## src/rtl/ddr3_cmd_arbiter.sv

```systemverilog
`default_nettype none
// ============================================================================
//  Module      : ddr3_cmd_arbiter
//  Description : Round-robin arbiter that merges per-bank FSM command
//                requests and the refresh FSM request onto one registered
//                DDR3 command bus. Refresh has absolute priority. ACTIVATE
//                spacing (tRRD) and column spacing (tCCD) are enforced.
//                Bank command type encoding, 3 bits per bank:
//                  0 NOP, 1 ACTIVATE, 2 READ, 3 WRITE, 4 PRECHARGE, 5 REFRESH
//  Revision    : 1.0 - initial release
// ============================================================================
module ddr3_cmd_arbiter #(
    parameter int NUM_BANKS = 4,
    parameter int ADDR_W    = 13,
    parameter int BA_W      = $clog2(NUM_BANKS),
    parameter int T_RRD     = 2,
    parameter int T_CCD     = 4
) (
    input  logic                          clk,
    input  logic                          rst_n,
    input  logic [NUM_BANKS-1:0]          bank_cmd_valid,
    input  logic [NUM_BANKS*3-1:0]        bank_cmd_type,
    input  logic [NUM_BANKS*ADDR_W-1:0]   bank_addr,
    output logic [NUM_BANKS-1:0]          bank_cmd_ready,
    input  logic                          refresh_cmd_valid,
    output logic                          refresh_cmd_ready,
    output logic                          ddr3_ras_n,
    output logic                          ddr3_cas_n,
    output logic                          ddr3_we_n,
    output logic [BA_W-1:0]               ddr3_ba,
    output logic [ADDR_W-1:0]             ddr3_addr
);

    localparam logic [2:0] c_cmd_nop = 3'd0;
    localparam logic [2:0] c_cmd_act = 3'd1;
    localparam logic [2:0] c_cmd_rd  = 3'd2;
    localparam logic [2:0] c_cmd_wr  = 3'd3;
    localparam logic [2:0] c_cmd_pre = 3'd4;
    localparam logic [2:0] c_cmd_ref = 3'd5;

    // {ras_n, cas_n, we_n} pin patterns
    localparam logic [2:0] c_pin_nop = 3'b111;
    localparam logic [2:0] c_pin_act = 3'b011;
    localparam logic [2:0] c_pin_rd  = 3'b101;
    localparam logic [2:0] c_pin_wr  = 3'b100;
    localparam logic [2:0] c_pin_pre = 3'b010;
    localparam logic [2:0] c_pin_ref = 3'b001;

    // Counters only need to hold T-1
    localparam int RRD_W = (T_RRD > 1) ? $clog2(T_RRD) : 1;
    localparam int CCD_W = (T_CCD > 1) ? $clog2(T_CCD) : 1;

    logic [BA_W-1:0]   prio_ptr_q, prio_ptr_d;
    logic [RRD_W-1:0]  rrd_cnt_q,  rrd_cnt_d;
    logic [CCD_W-1:0]  ccd_cnt_q,  ccd_cnt_d;
    logic [2:0]        pins_q,     pins_d;
    logic [BA_W-1:0]   ba_q,       ba_d;
    logic [ADDR_W-1:0] addr_q,     addr_d;

    logic [2:0]        w_type [NUM_BANKS];
    logic [ADDR_W-1:0] w_addr [NUM_BANKS];
    logic [NUM_BANKS-1:0] w_elig;
    logic              w_grant_any;
    logic [BA_W-1:0]   w_grant_idx;
    logic [BA_W-1:0]   w_scan_idx;
    logic [2:0]        w_grant_type;

    generate
        for (genvar g = 0; g < NUM_BANKS; g++) begin : g_bank
            assign w_type[g] = bank_cmd_type[g*3 +: 3];
            assign w_addr[g] = bank_addr[g*ADDR_W +: ADDR_W];

            // Per-bank eligibility from command type and spacing counters
            always_comb begin
                w_elig[g] = 1'b0;
                case (w_type[g])
                    c_cmd_act: w_elig[g] = (rrd_cnt_q == '0);
                    c_cmd_rd,
                    c_cmd_wr:  w_elig[g] = (ccd_cnt_q == '0);
                    c_cmd_pre,
                    c_cmd_nop: w_elig[g] = 1'b1;
                    default:   w_elig[g] = 1'b0;
                endcase
            end
        end
    endgenerate

    // Round-robin scan from prio_ptr; blocked banks are skipped, refresh wins
    always_comb begin
        w_grant_any = 1'b0;
        w_grant_idx = '0;
        w_scan_idx  = '0;
        for (int i = 0; i < NUM_BANKS; i++) begin
            w_scan_idx = prio_ptr_q + BA_W'(i);
            if (!w_grant_any && bank_cmd_valid[w_scan_idx] && w_elig[w_scan_idx]) begin
                w_grant_any = 1'b1;
                w_grant_idx = w_scan_idx;
            end
        end
        if (!rst_n || refresh_cmd_valid) begin
            w_grant_any = 1'b0;
        end
    end

    assign w_grant_type = w_type[w_grant_idx];

    // Handshake readies: onehot0 across banks and refresh
    always_comb begin
        bank_cmd_ready = '0;
        if (w_grant_any) begin
            bank_cmd_ready[w_grant_idx] = 1'b1;
        end
        refresh_cmd_ready = rst_n & refresh_cmd_valid;
    end

    // Priority pointer advance and spacing counter reload/decrement
    always_comb begin
        prio_ptr_d = prio_ptr_q;
        rrd_cnt_d  = (rrd_cnt_q != '0) ? rrd_cnt_q - 1'b1 : '0;
        ccd_cnt_d  = (ccd_cnt_q != '0) ? ccd_cnt_q - 1'b1 : '0;
        if (w_grant_any) begin
            prio_ptr_d = w_grant_idx + 1'b1;
            if (w_grant_type == c_cmd_act) begin
                rrd_cnt_d = RRD_W'(T_RRD - 1);
            end
            if (w_grant_type == c_cmd_rd || w_grant_type == c_cmd_wr) begin
                ccd_cnt_d = CCD_W'(T_CCD - 1);
            end
        end
    end

    // Next pin values: NOP unless something is granted this cycle
    always_comb begin
        pins_d = c_pin_nop;
        ba_d   = '0;
        addr_d = '0;
        if (refresh_cmd_ready) begin
            pins_d = c_pin_ref;
        end else if (w_grant_any) begin
            ba_d   = w_grant_idx;
            addr_d = w_addr[w_grant_idx];
            case (w_grant_type)
                c_cmd_act: pins_d = c_pin_act;
                c_cmd_rd:  pins_d = c_pin_rd;
                c_cmd_wr:  pins_d = c_pin_wr;
                c_cmd_pre: pins_d = c_pin_pre;
                default:   pins_d = c_pin_nop;
            endcase
        end
    end

    // State and registered command pins; reset drops any pending command
    always_ff @(posedge clk) begin
        if (!rst_n) begin
            prio_ptr_q <= '0;
            rrd_cnt_q  <= '0;
            ccd_cnt_q  <= '0;
            pins_q     <= c_pin_nop;
            ba_q       <= '0;
            addr_q     <= '0;
        end else begin
            prio_ptr_q <= prio_ptr_d;
            rrd_cnt_q  <= rrd_cnt_d;
            ccd_cnt_q  <= ccd_cnt_d;
            pins_q     <= pins_d;
            ba_q       <= ba_d;
            addr_q     <= addr_d;
        end
    end

    assign ddr3_ras_n = pins_q[2];
    assign ddr3_cas_n = pins_q[1];
    assign ddr3_we_n  = pins_q[0];
    assign ddr3_ba    = ba_q;
    assign ddr3_addr  = addr_q;

`ifndef SYNTHESIS
    // REFRESH may only come from the refresh FSM, never from a bank requester
    always_ff @(posedge clk) begin
        if (rst_n) begin
            for (int i = 0; i < NUM_BANKS; i++) begin
                assert (!(bank_cmd_valid[i] && (w_type[i] == c_cmd_ref)));
            end
        end
    end
`endif

endmodule
`default_nettype wire

```

## config.mk

```make
export PLATFORM = sky130hd
export DESIGN_NAME = ddr3_cmd_arbiter
export DESIGN_NICKNAME = d
export VERILOG_FILES = /design/src/rtl/ddr3_cmd_arbiter.sv
export SDC_FILE = /design/constraint.sdc
export NUM_CORES = 1
export LEC_CHECK = 0
export BUFFER_PORTS_ARGS = -buffer_cell sky130_fd_sc_hd__buf_2
export CAP_MARGIN = 20
export CORE_MARGIN = 2
export CORE_UTILIZATION = 38
export DETAILED_ROUTE_END_ITERATION = 16
export PLACE_DENSITY = 0.76
export SLEW_MARGIN = 40
export SYNTH_ARGS = -nofsm -noshare
export SYNTH_HDL_FRONTEND = slang
export SYNTH_SLANG_ARGS = --single-unit
```

## constraint.sdc

```tcl
create_clock -name clk -period 2.8 [get_ports clk]
set_clock_uncertainty 0.1 [all_clocks]
set_input_delay 0.56 -clock clk [delete_from_list [all_inputs] [get_ports clk]]
set_output_delay 0.56 -clock clk [all_outputs]
set_load 0.05 [all_outputs]
```

==> Word-level counts from Yosys, hierarchy flattened <==
Index checks and enable logic that the tools add are counted.
{ "classes": {"add_sub_neg": 6, "order_cmp": 7, "n_eq_ne": 20, "muxes": 47, "bitwise": 5, "n_reduce_logical": 29} }
{ "op_table": {"columns": ["cell", "n"], "rows": [
  ["$eq 3x2->1 const B", 10],
  ["$bmux 13 s2", 1],
  ["$mux 13", 2],
  ["$mux 1", 17],
  ["$bmux 1 s2", 8],
  ["$reduce_or 2->1", 8],
  ["$eq 3x1->1 const B", 5],
  ["$eq 3x3->1 const B", 5],
  ["$lt 2x3->1 const B", 5],
  ["$mux 2", 7],
  ["$logic_not 3->1", 4],
  ["$mux 3", 4],
  ["$pmux 1 s3", 4],
  ["$pmux 3 s4", 1],
  ["$logic_and 1x1->1", 8],
  ["$bmux 3 s2", 1],
  ["$add 2x1->2 const B", 2],
  ["$add 2x2->2 const B", 2],
  ["$logic_not 1->1", 4],
  ["$mux 4", 1],
  ["$ge 3x3->1 const B", 1],
  ["$not 1->1", 3],
  ["$not 2->3", 1],
  ["$reduce_or 3->1", 1],
  ["other kinds (8)", 9]
]} }
{ "totals": {"reg_bits": 23, "in_bits": 71, "output_inout_bits": 23, "word_cells": 121} }

==> Logic depth before layout (Yosys ltp) <==
Gate-level depths: netlist (run 1).
{ "depth": {"ltp_word": 27, "ltp_mapped": 9, "mapped_depth_nobuf": 8} }

==> Least setup slack after synthesis (run 1) <==
OpenSTA, ideal clock, no wires.
{ "synth_timing": {"path_kind": "input -> output", "start": "in bank_cmd_type[4]", "end": "out bank_cmd_ready[0]", "arrival_ns": 2.495, "required_ns": 2.140, "setup_slack_ns": -0.355, "stages": 8, "path_buffers": 1, "cell_sequence": "nor4b_1 o31a_1 or3_1 nor3b_4 inv_2 buf_1 ha_1 and2_1"} }
{ "synth_between": {"elab_chain_cells": 24, "elab_cells_between_ends": 41, "cone_classes": "2 x order compare; 4 x eq/ne; 21 x mux; 14 x reduce/logical"} }
{ "synth_rtl": {"columns": ["item", "line", "rtl"], "rows": [
  ["start, declared", "22", "input logic [NUM_BANKS*3-1:0] bank_cmd_type,"],
  ["$eq 3x3->1, or another cell as far along", "76", "case (w_type[g])"],
  ["$reduce_or 2->1", "76", null],
  ["$pmux 1 s3 (*)", "76", null],
  ["$bmux 1 s2", "95", "if (!w_grant_any && bank_cmd_valid[w_scan_idx] && w_elig[w_scan_idx]) begin"],
  ["$mux 1 (not written as such)", "95", null],
  ["$logic_and 1x1->1", "95", null],
  ["$mux 1", "95", null],
  ["$logic_not 1->1", "95", null],
  ["[7 not listed]", null, null],
  ["$logic_not 1->1", "95", null],
  ["$logic_and 1x1->1 (2 in series)", "95", null],
  ["$mux 2", "95", null],
  ["$lt 2x3->1 (not written as such) / $ge 2x1->1 (equally long branches)", "111", "bank_cmd_ready[w_grant_idx] = 1'b1;"],
  ["$logic_and 1x1->1 (not written as such)", "111", null],
  ["$mux 1 (not written as such)", "111", null],
  ["$demux 1 s2", "111", null],
  ["$mux 4 (*)", "110", "if (w_grant_any) begin"],
  ["end, declared", "24", "output logic [NUM_BANKS-1:0] bank_cmd_ready,"]
]} }
Mark *: on every way between the ends. The rest lies on a longest branch, timed or not. The select of a mux whose other input is x is not followed.

==> Final worst setup path (run 1) <==
{ "layout_timing": {"start": "reg ccd_cnt_q[0]", "end": "out bank_cmd_ready[1]"} }
{ "layout_between": {"elab_chain_cells": 23, "elab_cells_between_ends": 38, "cone_classes": "2 x order compare; 24 x mux; 12 x reduce/logical"} }
{ "layout_rtl": {"columns": ["item", "line", "rtl"], "rows": [
  ["start, declared", "55", "logic [CCD_W-1:0] ccd_cnt_q, ccd_cnt_d;"],
  ["start signal, assigned", "164", "ccd_cnt_q <= ccd_cnt_d;"],
  ["$logic_not 2->1 (*)", "79", "c_cmd_wr: w_elig[g] = (ccd_cnt_q == '0);"],
  ["$pmux 1 s3", "76", null],
  ["$bmux 1 s2", "95", null],
  ["$mux 1 (not written as such)", "95", null],
  ["$logic_and 1x1->1", "95", null],
  ["$mux 1", "95", null],
  ["$logic_not 1->1", "95", null],
  ["$logic_and 1x1->1 (2 in series)", "95", null],
  ["[5 not listed]", null, null],
  ["$logic_not 1->1", "95", null],
  ["$logic_and 1x1->1 (2 in series)", "95", null],
  ["$mux 2", "95", null],
  ["$lt 2x3->1 (not written as such) / $ge 2x1->1 (equally long branches)", "111", null],
  ["$logic_and 1x1->1 (not written as such)", "111", null],
  ["$mux 1 (not written as such)", "111", null],
  ["$demux 1 s2", "111", null],
  ["$mux 4 (*)", "110", null]
]} }
Marked as above.

==> flow_summary.toml, run 1 <==
[logic_synthesis]
synthMuxAreaShare_pct = 5.78
ys.flop_type = "dfxtp_1"
syn_inst = 190
ys_seq_area_share_pct = 30.8
ys_types = 43
synth_fp_nets = 265
synthAdderAreaFrac_pct = 3.35
yosys.area_share.simple_pct = 33.2
avgSynthCellArea_um2 = 7.86
synth_top_family_by_area = "simple AND/OR/NAND/NOR gates"
yosysWarnings = 0
synth_compound_area_share_pct = 20.1
async_flop_share_pct = 0
synth_edf_count = 0
syn_area_um2 = 1490
synth_xor_area_share_pct = 2.35
yosys_register_bits = 23

[route]
routed_wl_um = 4990
wl_per_cell_um = 14.1
via_per_inst = 5.12
via_count = 1813
drc_errors = 0
drtIter0Drc = 48
ant_nets = 0
firstDrtPassIters = 4

[setup_path]
worstSetupEndpoint = "bank_cmd_ready[1]"
cp.depth = 9
timing.rr.end = "pins_q[1]$_SDFF_PN1_"
crit_type = "register to output port"
r2r-start = "ccd_cnt_q[0]$_SDFF_PN0_"
ff2ff_setup_slack_ns = 0.16
critPathRequiredTime_ns = 2.14
worstSetupEndpointType = "output port"
start_kind = "register"
cp_slowest_cell = "dfxtp_4"
reg2regPathDepth = 10
path_delay_family = "compound AO/OA/AOI/OAI gates"
slowest_delay_ns = 0.39
crit_path_cell_trace = "nor4b_4 > o31ai_4 > buf_4 > a2bb2oi_4 > a21oi_4 > inv_2 > ha_2 > and2_4 > buf_8"
worst_ep_arrival_time_ns = 2.20
crit_start = "ccd_cnt_q[0]$_SDFF_PN0_"
crit_buf_inv = 3
worstPathMaxFanout = 6

[final_layout]
drive_gt1_share_pct = 53.9
fill_cells = 302
area_growth_pct = 68.0
diodes = 0
stdcell_count = 354
fin_nets = 382

[global_route]
grt_usage_pct = 21.7
grt_start_max_net_pins = 25
grt_overflow = 0
first_global_vias = 1640
grt_pass1_wl_um = 7400
antenna_found_initial = 0

[clock_network]
clockBufferDepth = 2
cts_tree = "done"
cts_made_buffers = 3
clock-sinks = 23
cts_max_level = 1
insertion_delay_ns = 0.27
ctsRootBufferMaster = "clkbuf_8"
cts.reportedPaths.clkPinSlew_ns = 0.09

[power_and_ir_drop]
p_leak_uw = 0.00123
p_sw_share_pct = 41.2
power.total_uw = 1270
power_per_cell_area_nw_per_um2 = 508
p_switching_uw = 525
p_seq_share_pct = 30.1
ir_drop_v = 0.000483
power_frac_comb_pct = 53.2
clkPwrFrac_pct = 16.7
intPower_uw = 748

[timing]
min_period_over_period_pct = 102
tightest_slew_ns = 0.447
hold_violations = 0
rsz0062_at_grt = "true"
finalSetupViolations = 3
final.setup.tns_ns = -0.137
max_slew_margin_pct = 70.0
final_max_slew_viol_count = 0
period_needed_ns = 2.86
worst_slack_ns = -0.0577
fmaxAchievable_mhz = 350

[placement]
dp_hpwl_um = 3570
portBuffers = 93
dpl.cell_count = 342
place_congestion = 0.895

[flow_run]
cap_violations = 0

[floorplanning]
start_util_pct = 40.2
die_area_um2 = 4450
num_io_pins = 94
dieWidth_um = 66.7
rows = 22
die_h_um = 66.7
coreArea_um2 = 3720

[min_path]
hp-class = "input port to register"

[outcome]
violations = "negative setup slack"
status = "complete, but fails checks"
[metrics by stage]
step                      hold slack [ns]  util, %  instance area (um2)  setup WS, ns
after CTS                           0.439     63.3                 2350       -0.0323
after detailed placement            0.424     58.5                 2170        -0.202
after floorplan                     0.371        -                 1550      -0.00585
after global routing                0.443     67.5                 2510        -0.126
after global placement              0.406     58.5                 2170        -0.121
final                               0.433     67.5                 2510       -0.0577
[Yosys cell counts (4+ instances only)]
master | n | area (um2)
a311oi_1 | 13 | 114
and2_1 | 5 | 31.3
and3_1 | 13 | 81.3
buf_2 | 4 | 20.0
clkbuf_1 | 4 | 15.0
dfxtp_1 | 23 | 460
ha_1 | 4 | 50.1
nand2_1 | 57 | 214
nor2_1 | 9 | 33.8
nor3_1 | 6 | 30.0
xor2_1 | 4 | 35.0
[layout by cell type, fill, tap and decap left out, types with 4 or more instances in the layout]
cell / netlist / routed
xor2_1: 4 / 4
buf_8: 0 / 7
buf_2: 4 / 85
nor3_2: 0 / 4
and3_1: 13 / 13
nor2_1: 9 / 7
nand2_1: 57 / 57
and2_4: 0 / 4
dfxtp_1: 23 / 20
buf_4: 1 / 30
a311oi_1: 13 / 13
[flip-flops by register name (all words and copies together), names as in the netlist]
| register | flops |
|---|---|
| rrd_cnt_q | 1 |
| pins_q | 3 |
| ddr3_addr | 13 |
| prio_ptr_q | 2 |
| ddr3_ba | 2 |
| ccd_cnt_q | 2 |
[metal layers]
layer	GRT usage (%)	vias up	share of wire [%]
li1	-	912	-
met1	26.9	815	40
met2	38.6	76	49
met3	5.24	10	8.7
met4	3.57	0	1.6
met5	0	-	0
[power by group through the flow]
| stage | clock network (uW) | logic (uW) | registers (uW) |
|---|---|---|---|
| 3_3_place_gp | 0 | 564 | 385 |
| 6_report | 213 | 677 | 383 |
| 3_5_place_dp | 0 | 570 | 386 |
| 5_1_grt | 226 | 737 | 386 |
| 4_1_cts | 213 | 608 | 381 |
| 2_1_floorplan | 0 | 309 | 470 |
[worst reg2reg max path, cell delays in order (launching register included)]
cell       delay (ns)
dfxtp_4          0.39
nor4b_4          0.34
o31ai_4          0.14
buf_4            0.16
a2bb2oi_4        0.15
a21oi_4          0.20
inv_2            0.09
buf_4            0.23
a211oi_2         0.43
o21ai_4          0.13
o21ba_1          0.18
[kinds of logic (layout without fill, tap and decap cells)]
family                     after synthesis  after routing
AOI/OAI and AO/OA                       36             36
xor gates and xnor gates                 4              4
adders and majority gates                4              4
buffers and inverters                   15            131
DFF                                     23             23
muxes                                    6              6
and+or+nand+nor                        102            102
[worst min path at each step]
stage	cells after the start	endpoint	startpoint
6_report	3	ddr3_addr[12]$_SDFF_PP0_	bank_addr[38]
5_1_grt	3	ddr3_addr[0]$_SDFF_PP0_	bank_addr[26]
4_1_cts	1	ccd_cnt_q[0]$_SDFF_PN0_	ccd_cnt_q[0]$_SDFF_PN0_
3_5_place_dp	2	prio_ptr_q[1]$_SDFFE_PN0P_	prio_ptr_q[1]$_SDFFE_PN0P_
3_3_place_gp	2	prio_ptr_q[0]$_SDFFE_PN0P_	prio_ptr_q[0]$_SDFFE_PN0P_
2_1_floorplan	2	prio_ptr_q[0]$_SDFFE_PN0P_	prio_ptr_q[0]$_SDFFE_PN0P_
[area by class of cell]
class	count	area, um2	area share [%]
tap	48	60.1	2.40
clock inverter	1	5.00	0.200
clock buffer	3	41.3	1.65
sequential	23	469	18.7
multi-input combinational	152	1160	46.2
inverter	5	18.8	0.749
timing repair buffer	122	756	30.1
[timing repair]
item | in CTS | in global routing
pin swaps | 6 | 11
buffers inserted | 5 | 3
resized for setup | 25 | 27
endpoints found under the setup margin | 4 | 8
hold buffers | 0 | 0
No activity file was read; power rests on OpenSTA's default activity.
==> run 2: changes to the inputs <==
SETUP_SLACK_MARGIN = 0.3   (was unset)
==> flow_summary.toml, run 2 (same netlist as run 1, synthesis figures left out) <==
[setup_path]
reg2regPathDepth = 8
timing.rr.end = "pins_q[0]$_SDFF_PP1_"
path_delay_family = "simple AND/OR/NAND/NOR gates"
crit_buf_inv = 4
slowest_delay_ns = 0.36
r2r-start = "ccd_cnt_q[1]$_SDFF_PN0_"
worstSetupEndpointType = "output port"
worstPathMaxFanout = 4
ff2ff_setup_slack_ns = 0.19
start_kind = "input port"
crit_path_cell_trace = "buf_6 > buf_6 > nor2_2 > o31a_1 > or3_1 > nor3b_4 > buf_6 > ha_4 > and2_4 > buf_8"
worst_ep_arrival_time_ns = 2.16
crit_top_cell = "buf_6"
critPathRequiredTime_ns = 2.14
cp_slowest_cell = "or3_1"
crit_type = "input port to output port"

[timing]
max_slew_margin_pct = 76.4
final.setup.tns_ns = -0.0466
tightest_slew_ns = 0.352
final_max_slew_viol_count = 0
hold_violations = 0
worst_slack_ns = -0.0234
fmaxAchievable_mhz = 354
min_period_over_period_pct = 101
period_needed_ns = 2.82
finalSetupViolations = 4
rsz0062_at_grt = "true"

[final_layout]
diodes = 0
area_growth_pct = 72.1
fin_nets = 384
largest_reg_flops = 13
mostFrequentLayoutCells = "buf_2 (84), nand2_1 (57), buf_4 (26)"
final_common_cell = "buf_2"
drive_gt1_share_pct = 53.9
stdcell_count = 356
final_util_pct = 69.1

[route]
ant_nets = 0
via_per_inst = 5.22
drtIter0Drc = 84
drc_errors = 0
wl_per_cell_um = 13.6
firstDrtPassIters = 4
routed_wl_um = 4860
via_count = 1859

[power_and_ir_drop]
p_leak_uw = 0.00125
power_per_cell_area_nw_per_um2 = 500
power.total_uw = 1280
ir_drop_v = 0.000322

[global_route]
first_global_vias = 1728
grt_start_max_net_pins = 24
grt_overflow = 0
grt_usage_pct = 22.0
grt_pass1_wl_um = 7700
antenna_found_initial = 0

[floorplanning]
coreArea_um2 = 3720
dieWidth_um = 66.7
start_util_pct = 40.2
num_io_pins = 94
die_area_um2 = 4450
die_h_um = 66.7
rows = 22

[placement]
place_congestion = 0.842
dp_hpwl_um = 3580
portBuffers = 93
pre_cts_ws_ns = -0.171
dpl.cell_count = 343

[min_path]
hold_start = "ccd_cnt_q[0]$_SDFF_PN0_"
holdPathEnd = "ccd_cnt_q[0]$_SDFF_PN0_"
holdPathStages = 1
hp-class = "register to register"

[clock_network]
clockBufferDepth = 2
ctsRootBufferMaster = "clkbuf_8"
clock-sinks = 23
cts_max_level = 1
cts_made_buffers = 3
insertion_delay_ns = 0.26
cts_tree = "done"
cts.reportedPaths.clkPinSlew_ns = 0.08

[flow_run]
cap_violations = 0

[outcome]
status = "complete, but fails checks"
violations = "negative setup slack"
==> run 2: per-layer routing <==
metal / global-route usage [%] / vias to the layer above / share of wire [%]
met2: 40.0 / 72 / 50
met1: 26.7 / 865 / 43
met3: 4.73 / 6 / 6.5
li1: - / 916 / -
met5: 0 / - / 0
met4: 3.83 / 0 / 0.95
==> run 2: what timing repair did <==
action,in CTS,in global routing
resized for setup,53,5
hold endpoints to repair,0,0
hold buffers,0,0
setup endpoints to repair,17,20
buffers inserted,7,2
pin swaps,11,4
==> run 2: worst max-delay path by stage <==
| stage | from | endpoint | slack (ns) | cells past startpoint |
|---|---|---|---|---|
| global route | bank_cmd_type[2] | bank_cmd_ready[0] | -0.07 | 9 |
| CTS | bank_cmd_type[8] | bank_cmd_ready[3] | 0.002 | 9 |
| finish | bank_cmd_type[4] | bank_cmd_ready[3] | -0.02 | 10 |
| floorplan | bank_cmd_type[7] | bank_cmd_ready[0] | 0.02 | 8 |
| global placement | bank_cmd_type[1] | bank_cmd_ready[2] | -0.14 | 9 |
| detailed placement | bank_cmd_type[7] | pins_q[0]$_SDFF_PP1_ | -0.17 | 9 |
==> run 2: area by class of cell <==
| class | count | area [um2] |
|---|---|---|
| Multi-Input combinational cell | 152 | 1170 |
| Fill cell | 303 | 1150 |
| Timing Repair Buffer | 124 | 805 |
| Sequential cell | 23 | 469 |
| Tap cell | 48 | 60.1 |
| Clock buffer | 4 | 45.0 |
| Inverter | 5 | 18.8 |
==> run 2: where the power goes <==
part	internal, uW	total [uW]	switching (uW)	leakage [uW]
clock	101	199	98.0	0.0000228
sequential	360	383	23.0	0.000190
combinational	310	702	392	0.00104
total	771	1280	513	0.00125
==> run 2: metrics by stage <==
stage | instance area, um2 | hold slack (ns)
2_1_floorplan | 1560 | 0.371
3_3_place_gp | 2190 | 0.399
3_5_place_dp | 2190 | 0.411
4_1_cts | 2520 | 0.437
5_1_grt | 2570 | 0.450
6_report | 2570 | 0.434
